File: config.mk
export PLATFORM = sky130hd
export DESIGN_NAME = inport_fifo_flat
export DESIGN_NICKNAME = d
export VERILOG_FILES = /design/src/rtl/inport_fifo_if.sv /design/src/rtl/inport_fifo.sv /design/src/flat_wrapper.sv
export SDC_FILE = /design/constraint.sdc
export NUM_CORES = 1
export LEC_CHECK = 0
export CORE_MARGIN = 1
export CORE_UTILIZATION = 60
export CTS_BUF_LIST = sky130_fd_sc_hd__clkbuf_4 sky130_fd_sc_hd__clkbuf_8
export DETAILED_ROUTE_END_ITERATION = 8
export PLACE_DENSITY = 0.84
export SLEW_MARGIN = 20
export SYNTH_ARGS = -nofsm -noshare
export SYNTH_HDL_FRONTEND = slang
export SYNTH_SLANG_ARGS = --single-unit
File: constraint.sdc
create_clock -name clk -period 5.3 [get_ports clk]
set_clock_uncertainty 0.05 [all_clocks]
set_input_delay 1.06 -clock clk [delete_from_list [all_inputs] [get_ports clk]]
set_output_delay 1.06 -clock clk [all_outputs]
set_load 0.05 [all_outputs]
File: src/rtl/inport_fifo_if.sv
// Handshake bundle between the external device, the control unit and inport_fifo.
// Groups the device push channel, the InPort read strobe/bus word and the status flags.
// Device side: dev_data/dev_valid in, dev_ready out. CPU side: InPortout, clr_flags in.
// Status out: Inport_data_out, fifo_count, empty, underflow.
interface inport_fifo_if #(
    parameter int DATA_W = 32,
    parameter int DEPTH  = 4
);
    localparam int CW = $clog2(DEPTH) + 1;

    logic [DATA_W-1:0] dev_data;
    logic              dev_valid;
    logic              dev_ready;
    logic              InPortout;
    logic [DATA_W-1:0] Inport_data_out;
    logic [CW-1:0]     fifo_count;
    logic              empty;
    logic              clr_flags;
    logic              underflow;

    // Environment side: the device and the control unit drive the inputs.
    modport master (
        output dev_data,
        output dev_valid,
        input  dev_ready,
        output InPortout,
        input  Inport_data_out,
        input  fifo_count,
        input  empty,
        output clr_flags,
        input  underflow
    );

    // FIFO side.
    modport slave (
        input  dev_data,
        input  dev_valid,
        output dev_ready,
        input  InPortout,
        output Inport_data_out,
        output fifo_count,
        output empty,
        input  clr_flags,
        output underflow
    );
endinterface

File: src/rtl/inport_fifo.sv
// Buffered input port: small FIFO between an external device and the InPort bus source.
// Latency: pushed word visible on Inport_data_out 1 cycle after the push edge; pop on strobe fall.
// Backpressure: dev_ready low while full; device holds dev_data until accepted.
//
// Ports:
//   clk               system clock, rising edge
//   clr               asynchronous active-high reset
//   bus (slave)       dev_data/dev_valid/dev_ready push channel,
//                     InPortout read strobe, Inport_data_out head word,
//                     fifo_count/empty occupancy, clr_flags/underflow sticky flag
// Optional feature: define INPORT_UNDERFLOW_EN to build the sticky underflow flag;
// without it underflow is tied low and clr_flags is ignored.
module inport_fifo #(
    parameter int DATA_W = 32,
    parameter int DEPTH  = 4
) (
    input  logic         clk,
    input  logic         clr,
    inport_fifo_if.slave bus
);
    localparam int AW = $clog2(DEPTH);
    localparam int CW = AW + 1;
    localparam logic [CW-1:0] FULL_CNT = CW'(DEPTH);

    logic [DATA_W-1:0] mem [DEPTH];
    logic [AW-1:0]     wr_ptr;
    logic [AW-1:0]     rd_ptr;
    logic [CW-1:0]     count;
    logic              strobe_q;
    logic              armed;
    logic [DATA_W-1:0] last_q;

    logic              is_empty;
    logic              ready;
    logic              push;
    logic              pop;
    logic              rise;
    logic              fall;

    // ------------------------------------------------------------------
    // Handshake and strobe edge detection
    // ------------------------------------------------------------------
    assign is_empty = (count == '0);
    // Ready is taken from the registered count only, so a pop on the same
    // edge never lets a push into a full FIFO.
    assign ready    = (count != FULL_CNT);
    assign push     = bus.dev_valid && ready;

    assign rise     = bus.InPortout && !strobe_q;
    assign fall     = !bus.InPortout && strobe_q;
    // The pop is deferred to the falling edge of the strobe so the head word
    // is held steady on the bus for however long the control step lasts.
    assign pop      = fall && armed;

    // ------------------------------------------------------------------
    // Storage: contents are not reset, occupancy is tracked by count.
    // ------------------------------------------------------------------
    always_ff @(posedge clk) begin
        if (push) begin
            mem[wr_ptr] <= bus.dev_data;
        end
    end

    always_ff @(posedge clk or posedge clr) begin
        if (clr) begin
            wr_ptr <= '0;
        end else if (push) begin
            wr_ptr <= wr_ptr + AW'(1);
        end
    end

    always_ff @(posedge clk or posedge clr) begin
        if (clr) begin
            rd_ptr <= '0;
            last_q <= '0;
        end else if (pop) begin
            rd_ptr <= rd_ptr + AW'(1);
            // Keep the popped word so the bus still shows it once empty.
            last_q <= mem[rd_ptr];
        end
    end

    always_ff @(posedge clk or posedge clr) begin
        if (clr) begin
            count <= '0;
        end else begin
            case ({push, pop})
                2'b10:   count <= count + CW'(1);
                2'b01:   count <= count - CW'(1);
                default: count <= count;
            endcase
        end
    end

    // ------------------------------------------------------------------
    // Strobe tracking. armed records whether the strobe found data at its
    // start; a strobe that began empty never pops, even if a word arrives
    // while it is still high. Clearing strobe_q on reset makes a strobe
    // that is still high after reset look like a fresh rise.
    // ------------------------------------------------------------------
    always_ff @(posedge clk or posedge clr) begin
        if (clr) begin
            strobe_q <= 1'b0;
        end else begin
            strobe_q <= bus.InPortout;
        end
    end

    always_ff @(posedge clk or posedge clr) begin
        if (clr) begin
            armed <= 1'b0;
        end else if (rise) begin
            armed <= !is_empty;
        end else if (fall) begin
            armed <= 1'b0;
        end
    end

    // ------------------------------------------------------------------
    // Sticky underflow flag
    // ------------------------------------------------------------------
`ifdef INPORT_UNDERFLOW_EN
    logic underflow_q;

    // A new underflow takes priority over a clear on the same edge.
    always_ff @(posedge clk or posedge clr) begin
        if (clr) begin
            underflow_q <= 1'b0;
        end else if (rise && is_empty) begin
            underflow_q <= 1'b1;
        end else if (bus.clr_flags) begin
            underflow_q <= 1'b0;
        end
    end

    assign bus.underflow = underflow_q;
`else
    logic unused_clr_flags;

    assign unused_clr_flags = bus.clr_flags;
    assign bus.underflow    = 1'b0;
`endif

    // ------------------------------------------------------------------
    // Outputs
    // ------------------------------------------------------------------
    assign bus.dev_ready       = ready;
    assign bus.fifo_count      = count;
    assign bus.empty           = is_empty;
    assign bus.Inport_data_out = is_empty ? last_q : mem[rd_ptr];

endmodule

File: src/flat_wrapper.sv
// flat-port wrapper written by rule: the top's interface ports become plain ports
module inport_fifo_flat 
#(
    parameter int DATA_W = 32,
    parameter int DEPTH  = 4
)
  (clk, clr, bus_dev_data, bus_dev_valid, bus_dev_ready, bus_InPortout, bus_Inport_data_out, bus_fifo_count, bus_empty, bus_clr_flags, bus_underflow);
  inport_fifo_if #(.DATA_W(DATA_W), .DEPTH(DEPTH)) bus_i ();
  input  logic clk;
  input  logic clr;
  input wire logic [$bits(bus_i.dev_data)-1:0] bus_dev_data;
  input wire logic [$bits(bus_i.dev_valid)-1:0] bus_dev_valid;
  output wire logic [$bits(bus_i.dev_ready)-1:0] bus_dev_ready;
  input wire logic [$bits(bus_i.InPortout)-1:0] bus_InPortout;
  output wire logic [$bits(bus_i.Inport_data_out)-1:0] bus_Inport_data_out;
  output wire logic [$bits(bus_i.fifo_count)-1:0] bus_fifo_count;
  output wire logic [$bits(bus_i.empty)-1:0] bus_empty;
  input wire logic [$bits(bus_i.clr_flags)-1:0] bus_clr_flags;
  output wire logic [$bits(bus_i.underflow)-1:0] bus_underflow;
  assign bus_i.dev_data = bus_dev_data;
  assign bus_i.dev_valid = bus_dev_valid;
  assign bus_dev_ready = bus_i.dev_ready;
  assign bus_i.InPortout = bus_InPortout;
  assign bus_Inport_data_out = bus_i.Inport_data_out;
  assign bus_fifo_count = bus_i.fifo_count;
  assign bus_empty = bus_i.empty;
  assign bus_i.clr_flags = bus_clr_flags;
  assign bus_underflow = bus_i.underflow;
  inport_fifo #(.DATA_W(DATA_W), .DEPTH(DEPTH)) u_core (.clk(clk), .clr(clr), .bus(bus_i));
endmodule
Yosys cells after proc, flatten, opt, wreduce, memory -nomap -nowiden
Memory sizes are Yosys's and may differ from the RTL's.
Cells that the tools add are included.
{ "word_totals": {"in_bits": 37, "ramBits": 128, "reg_bits": 41, "n_memories": 1} }
{ "classes": {"eq_ne": 3, "n_reduce_logical": 10, "n_mux": 6, "n_addsub": 4} }
{ "memory_table": {"columns": ["name", "words", "width", "rd", "rd_clocked_by_memory_dff", "wr", "line", "source"], "rows": [
  ["u_core.mem", 4, 32, 1, 0, 1, "inport_fifo.sv:25", "logic [DATA_W-1:0] mem [DEPTH];"]
]} }
{ "op_table": {"columns": ["op", "n"], "rows": [
  ["$mux 32", 1],
  ["$pmux 3 s2", 1],
  ["$add 2x1->2 const B", 2],
  ["$logic_and 1x1->1", 4],
  ["$mux 1", 4],
  ["$reduce_bool 2->1", 2],
  ["$add 3x1->3 const B", 1],
  ["$logic_not 1->1", 3],
  ["$logic_not 3->1", 1],
  ["$ne 3x3->1 const B", 1],
  ["$sub 3x1->3 const B", 1],
  ["$eq 2x1->1 const B", 1],
  ["$eq 2x2->1 const B", 1]
]} }

Longest topological paths before layout
{ "logic_depth": {"depth_word": 5, "mapped_depth": 11, "mapped_depth_nobuf": 9} }

Worst setup path before layout
No wires, ideal clock.
{ "synth_path": {"path_type": "register to output", "from": "register u_core.count[2], in the netlist u_core.bus.fifo_count[2]", "to": "output bus_Inport_data_out[23]", "slack_ns": 2.269, "n_path_buf": 1, "required_time_ns": 4.190, "arrival_time_ns": 1.921, "path_stages_with_launch": 4, "cell_sequence": "dfrtp_1 -> nor3_2 -> buf_2 -> mux2_2"} }
{ "synth_via": {"elab_chain_len": 2} }
{ "synth_rtl": {"columns": ["item", "line", "source"], "rows": [
  ["start: declaration", "inport_fifo.sv:28", "logic [CW-1:0] count;"],
  ["start signal: assignment", "inport_fifo.sv:88", "2'b10: count <= count + CW'(1);"],
  ["start signal: assignment", "inport_fifo.sv:89", "2'b01: count <= count - CW'(1);"],
  ["start signal: assignment", "inport_fifo.sv:90", "default: count <= count;"],
  ["$logic_not 3->1", "inport_fifo.sv:43", "assign is_empty = (count == '0);"],
  ["named net bus_empty", "flat_wrapper.sv:17", "output wire logic [$bits(bus_i.empty)-1:0] bus_empty;"],
  ["$mux 32", "inport_fifo.sv:150", "assign bus.Inport_data_out = is_empty ? last_q : mem[rd_ptr];"],
  ["end: declaration", "flat_wrapper.sv:15", "output wire logic [$bits(bus_i.Inport_data_out)-1:0] bus_Inport_data_out;"]
]} }
The timed path passes the listed nets, and every way through them passes these cells.

Worst setup path in the final report
{ "layout_path": {"from": "register u_core.rd_ptr[0]", "to": "output bus_Inport_data_out[1]"} }
{ "layout_via": {"elab_chain_len": 2} }
{ "layout_rtl": {"columns": ["item", "line", "source"], "rows": [
  ["start: declaration", "inport_fifo.sv:27", "logic [AW-1:0] rd_ptr;"],
  ["start signal: assignment", "inport_fifo.sv:77", "rd_ptr <= rd_ptr + AW'(1);"],
  ["$mem_v2 4x32", null, null],
  ["$mux 32", "inport_fifo.sv:150", null]
]} }
No other way between the ends.

==> Flow_metrics.wiki <==
{| class="wikitable"
! Metric !! Value
|-
| Number of endpoints failing setup at the final stage || 0
|-
| Crit Path Category || reg2out
|-
| Number of buffers inserted during clock tree synthesis || 17
|-
| Clock Latency Late Sink || 0.45 ns
|-
| Primary flip-flop cell chosen by synthesis mapping || sky130_fd_sc_hd__edfxtp_1
|-
| Clock tree sinks || 169
|-
| Cells resized by post-CTS repair || 0
|-
| WL final || 11.0 mm
|-
| Final RePlAce weighted congestion || 0.658
|-
| Number of placed I/O pins || 75
|-
| Sum Neg Setup Slack || 0 ns
|-
| H-tree Lvls || 4
|-
| Wire per inst || 19.9 um
|-
| Arr. time, crit path || 2.95 ns
|-
| Net count, final || 445
|-
| Average cell area after synthesis || 21.0 sq um
|-
| Wire length of the first global-routing pass || 17.2 mm
|-
| Crit-path max cell delay || 0.70 ns
|-
| Count of standard-cell rows || 38
|-
| Number of vias in the routed layout || 3177
|-
| Worst Hold Slack || 0.459 ns
|-
| Die outline area || 11600 sq um
|-
| Root Driver || sky130_fd_sc_hd__clkbuf_8
|-
| Layout overhead on the synthesized area || 18.3%
|-
| Total area of sequential cells || 4870 sq um
|-
| Antenna violations before repair || 0
|-
| Number of setup buffers added after CTS || 0
|-
| Transition time at the pin with the least slew margin || 0.948 ns
|-
| Largest net degree at the start of global routing || 42
|-
| Height of the die || 108 um
|-
| Final critical-path share of the clock period || 0.766
|-
| Yosys top cell area share || 0.571
|-
| Number of enable flip-flop cells after synthesis || 128
|-
| Achievable Freq || 246 MHz
|-
| Total overflow reported by the global router || 0
|-
| TritonCTS clock tree || done
|-
| Buffers on Ports || 72
|-
| Post-route DRC || 0
|-
| Leading post-synthesis cells by cell area || sky130_fd_sc_hd__edfxtp_1 57%, sky130_fd_sc_hd__dfrtp_1 15%, sky130_fd_sc_hd__mux2_2 11%, sky130_fd_sc_hd__mux4_2 9.4%, sky130_fd_sc_hd__mux4_1 1.6%
|-
| Most frequent cell after synthesis || sky130_fd_sc_hd__edfxtp_1
|-
| DRC marker count from the first detailed-route iteration || 160
|-
| Via/cell ratio || 5.75
|-
| Number of standard cells after synthesis || 321
|-
| Synthesis warning total || 0
|-
| Largest area contributor in the netlist || sky130_fd_sc_hd__edfxtp_1
|-
| Clock-pin transition on the worst setup and hold timing paths || 0.09 ns
|-
| GRT Util Overall || 0.210
|-
| Hold violation total from the final report || 0
|-
| Width of the die || 108 um
|-
| Sum of buffers and inverters on the critical path || 2
|-
| Crit. End Element || primary output
|-
| Number of filler cells placed in the layout || 609
|-
| CP required || 4.19 ns
|-
| Unrepaired setup endpoints after global routing || no
|-
| Final number of max-transition violations || 0
|-
| Net Count, Synth || 366
|-
| Fraction of layout instances using a drive strength above 1 || 0.337
|-
| Initial Utilization || 0.618
|-
| Register bit count reported by yosys || 169
|-
| Register area share after synthesis || 0.723
|-
| Maximum count of clock buffers along a single path || 2
|-
| Cell type of the slowest stage on the worst timing path || sky130_fd_sc_hd__clkdlybuf4s50_1
|-
| Hold-fix buffer count after cts || 0
|-
| Final worst path period need || 4.06 ns
|-
| Vias in the first global route || 3308
|-
| First-pass iteration count of the detailed router || 4
|-
| Fraction of synthesis flops using an asynchronous set or reset pin || 0.243
|-
| Number of distinct standard cells referenced by the synthesized netlist || 24
|-
| Post-synth design cell area || 6730 sq um
|-
| Most instantiated cells after synthesis || 128 x sky130_fd_sc_hd__edfxtp_1, 65 x sky130_fd_sc_hd__mux2_2, 41 x sky130_fd_sc_hd__dfrtp_1
|-
| Cell family with the largest share of critical-path delay || buffers and inverters
|-
| Cell breakdown of the critical path || buf_4, mux4_1, mux2_2, clkdlybuf4s50_1
|-
| Diode insertion count for antenna repair || 0
|-
| Max FO, Critical Path || 12
|-
| Max Cap Violations || 0
|-
| Hold WC Path Type || reg2reg
|-
| Estimated wirelength of the detail-placed design || 6.35 mm
|-
| Multi-input gate area || 1730 sq um
|-
| Post-DRT Antenna Nets || 0
|-
| Outcome || finished clean
|-
| Area of the placeable core || 10900 sq um
|-
| Slew headroom || 0.367
|-
| Kind of launch point of the worst setup path || flip-flop
|}
==> tightest hold or removal path: cells and delay by family, from the launching register on <==
kind / cells / cell delay, ns
simple gates: 1 / 0.05
compound gates: 1 / 0.07
flops: 1 / 0.35
==> layout by cell type, fill, tap and decap left out, types with 4 or more instances in the layout <==
master,n
sky130_fd_sc_hd__edfxtp_1,128
sky130_fd_sc_hd__clkdlybuf4s50_1,72
sky130_fd_sc_hd__mux2_2,65
sky130_fd_sc_hd__dfrtp_1,39
sky130_fd_sc_hd__mux4_2,28
sky130_fd_sc_hd__clkbuf_8,19
sky130_fd_sc_hd__inv_1,8
sky130_fd_sc_hd__ha_1,7
sky130_fd_sc_hd__mux4_1,4
sky130_fd_sc_hd__and3_2,4
sky130_fd_sc_hd__clkinv_2,4
sky130_fd_sc_hd__buf_4,4
==> flip-flops by register name, indices dropped and copies added (netlist names) <==
register               cells
u_core.rd_ptr              2
u_core.mem               128
u_core.armed               1
u_core.strobe_q            1
u_core.bus.fifo_count      3
u_core.wr_ptr              2
u_core.last_q             32
==> cells by family after synthesis <==
logic type | after synthesis | synth area share
AOI/OAI and AO/OA | 2 | 0.00149
xor gates and xnor gates | 6 | 0.00781
adders and majority gates | 8 | 0.0160
buffers and inverters | 25 | 0.0208
DFF | 169 | 0.723
muxes | 97 | 0.218
other | 1 | 0.000557
and+or+nand+nor | 13 | 0.0119
==> stage by stage <==
stage	utilization	area [sq um]	worst slack [ns]	std cells
5_1_grt	0.731	7960	1.11	553
2_1_floorplan	-	6730	2.27	321
4_1_cts	0.731	7960	1.18	553
3_3_place_gp	0.695	7570	1.72	521
6_report	0.731	7960	1.24	553
3_5_place_dp	0.695	7570	1.68	521
==> area by class of cell <==
cell class	instances	share of cell area
Clock buffer	21	0.0347
Tap cell	140	0.0220
Multi-Input combinational cell	127	0.218
Sequential cell	169	0.612
Timing Repair Buffer	76	0.0943
Inverter	9	0.00424
Clock inverter	11	0.0151
==> routing by layer <==
metal,vias up,global-route usage,wire length [um]
met5,-,0,0
met4,0,0.0930,193
met3,17,0.0557,434
met2,67,0.362,6000
met1,1663,0.249,4390
li1,1430,-,-
==> path summary, 6_finish.rpt <==
| path | start | to | slack, ns | cells past startpoint |
|---|---|---|---|---|
| worst max-delay path | u_core.rd_ptr[0]$_DFFE_PP0P_ | bus_Inport_data_out[1] | 1.24 | 4 |
| worst min-delay path | u_core.armed$_DFFE_PP0P_ | u_core.armed$_DFFE_PP0P_ | 0.46 | 2 |
| worst max register to register | u_core.bus.fifo_count[0]$_DFFE_PP0P_ | u_core.bus.fifo_count[2]$_DFFE_PP0P_ | 2.91 | 9 |
| worst min register to register | u_core.armed$_DFFE_PP0P_ | u_core.armed$_DFFE_PP0P_ | 0.46 | 2 |
| max in group asynchronous | clr | u_core.rd_ptr[1]$_DFFE_PP0P_ | 3.46 | 2 |
| min in group asynchronous | clr | u_core.bus.fifo_count[1]$_DFFE_PP0P_ | 1.10 | 2 |
Power is not shown: default switching activity piles up to over one toggle a cycle in this logic, so the estimate is an artifact.
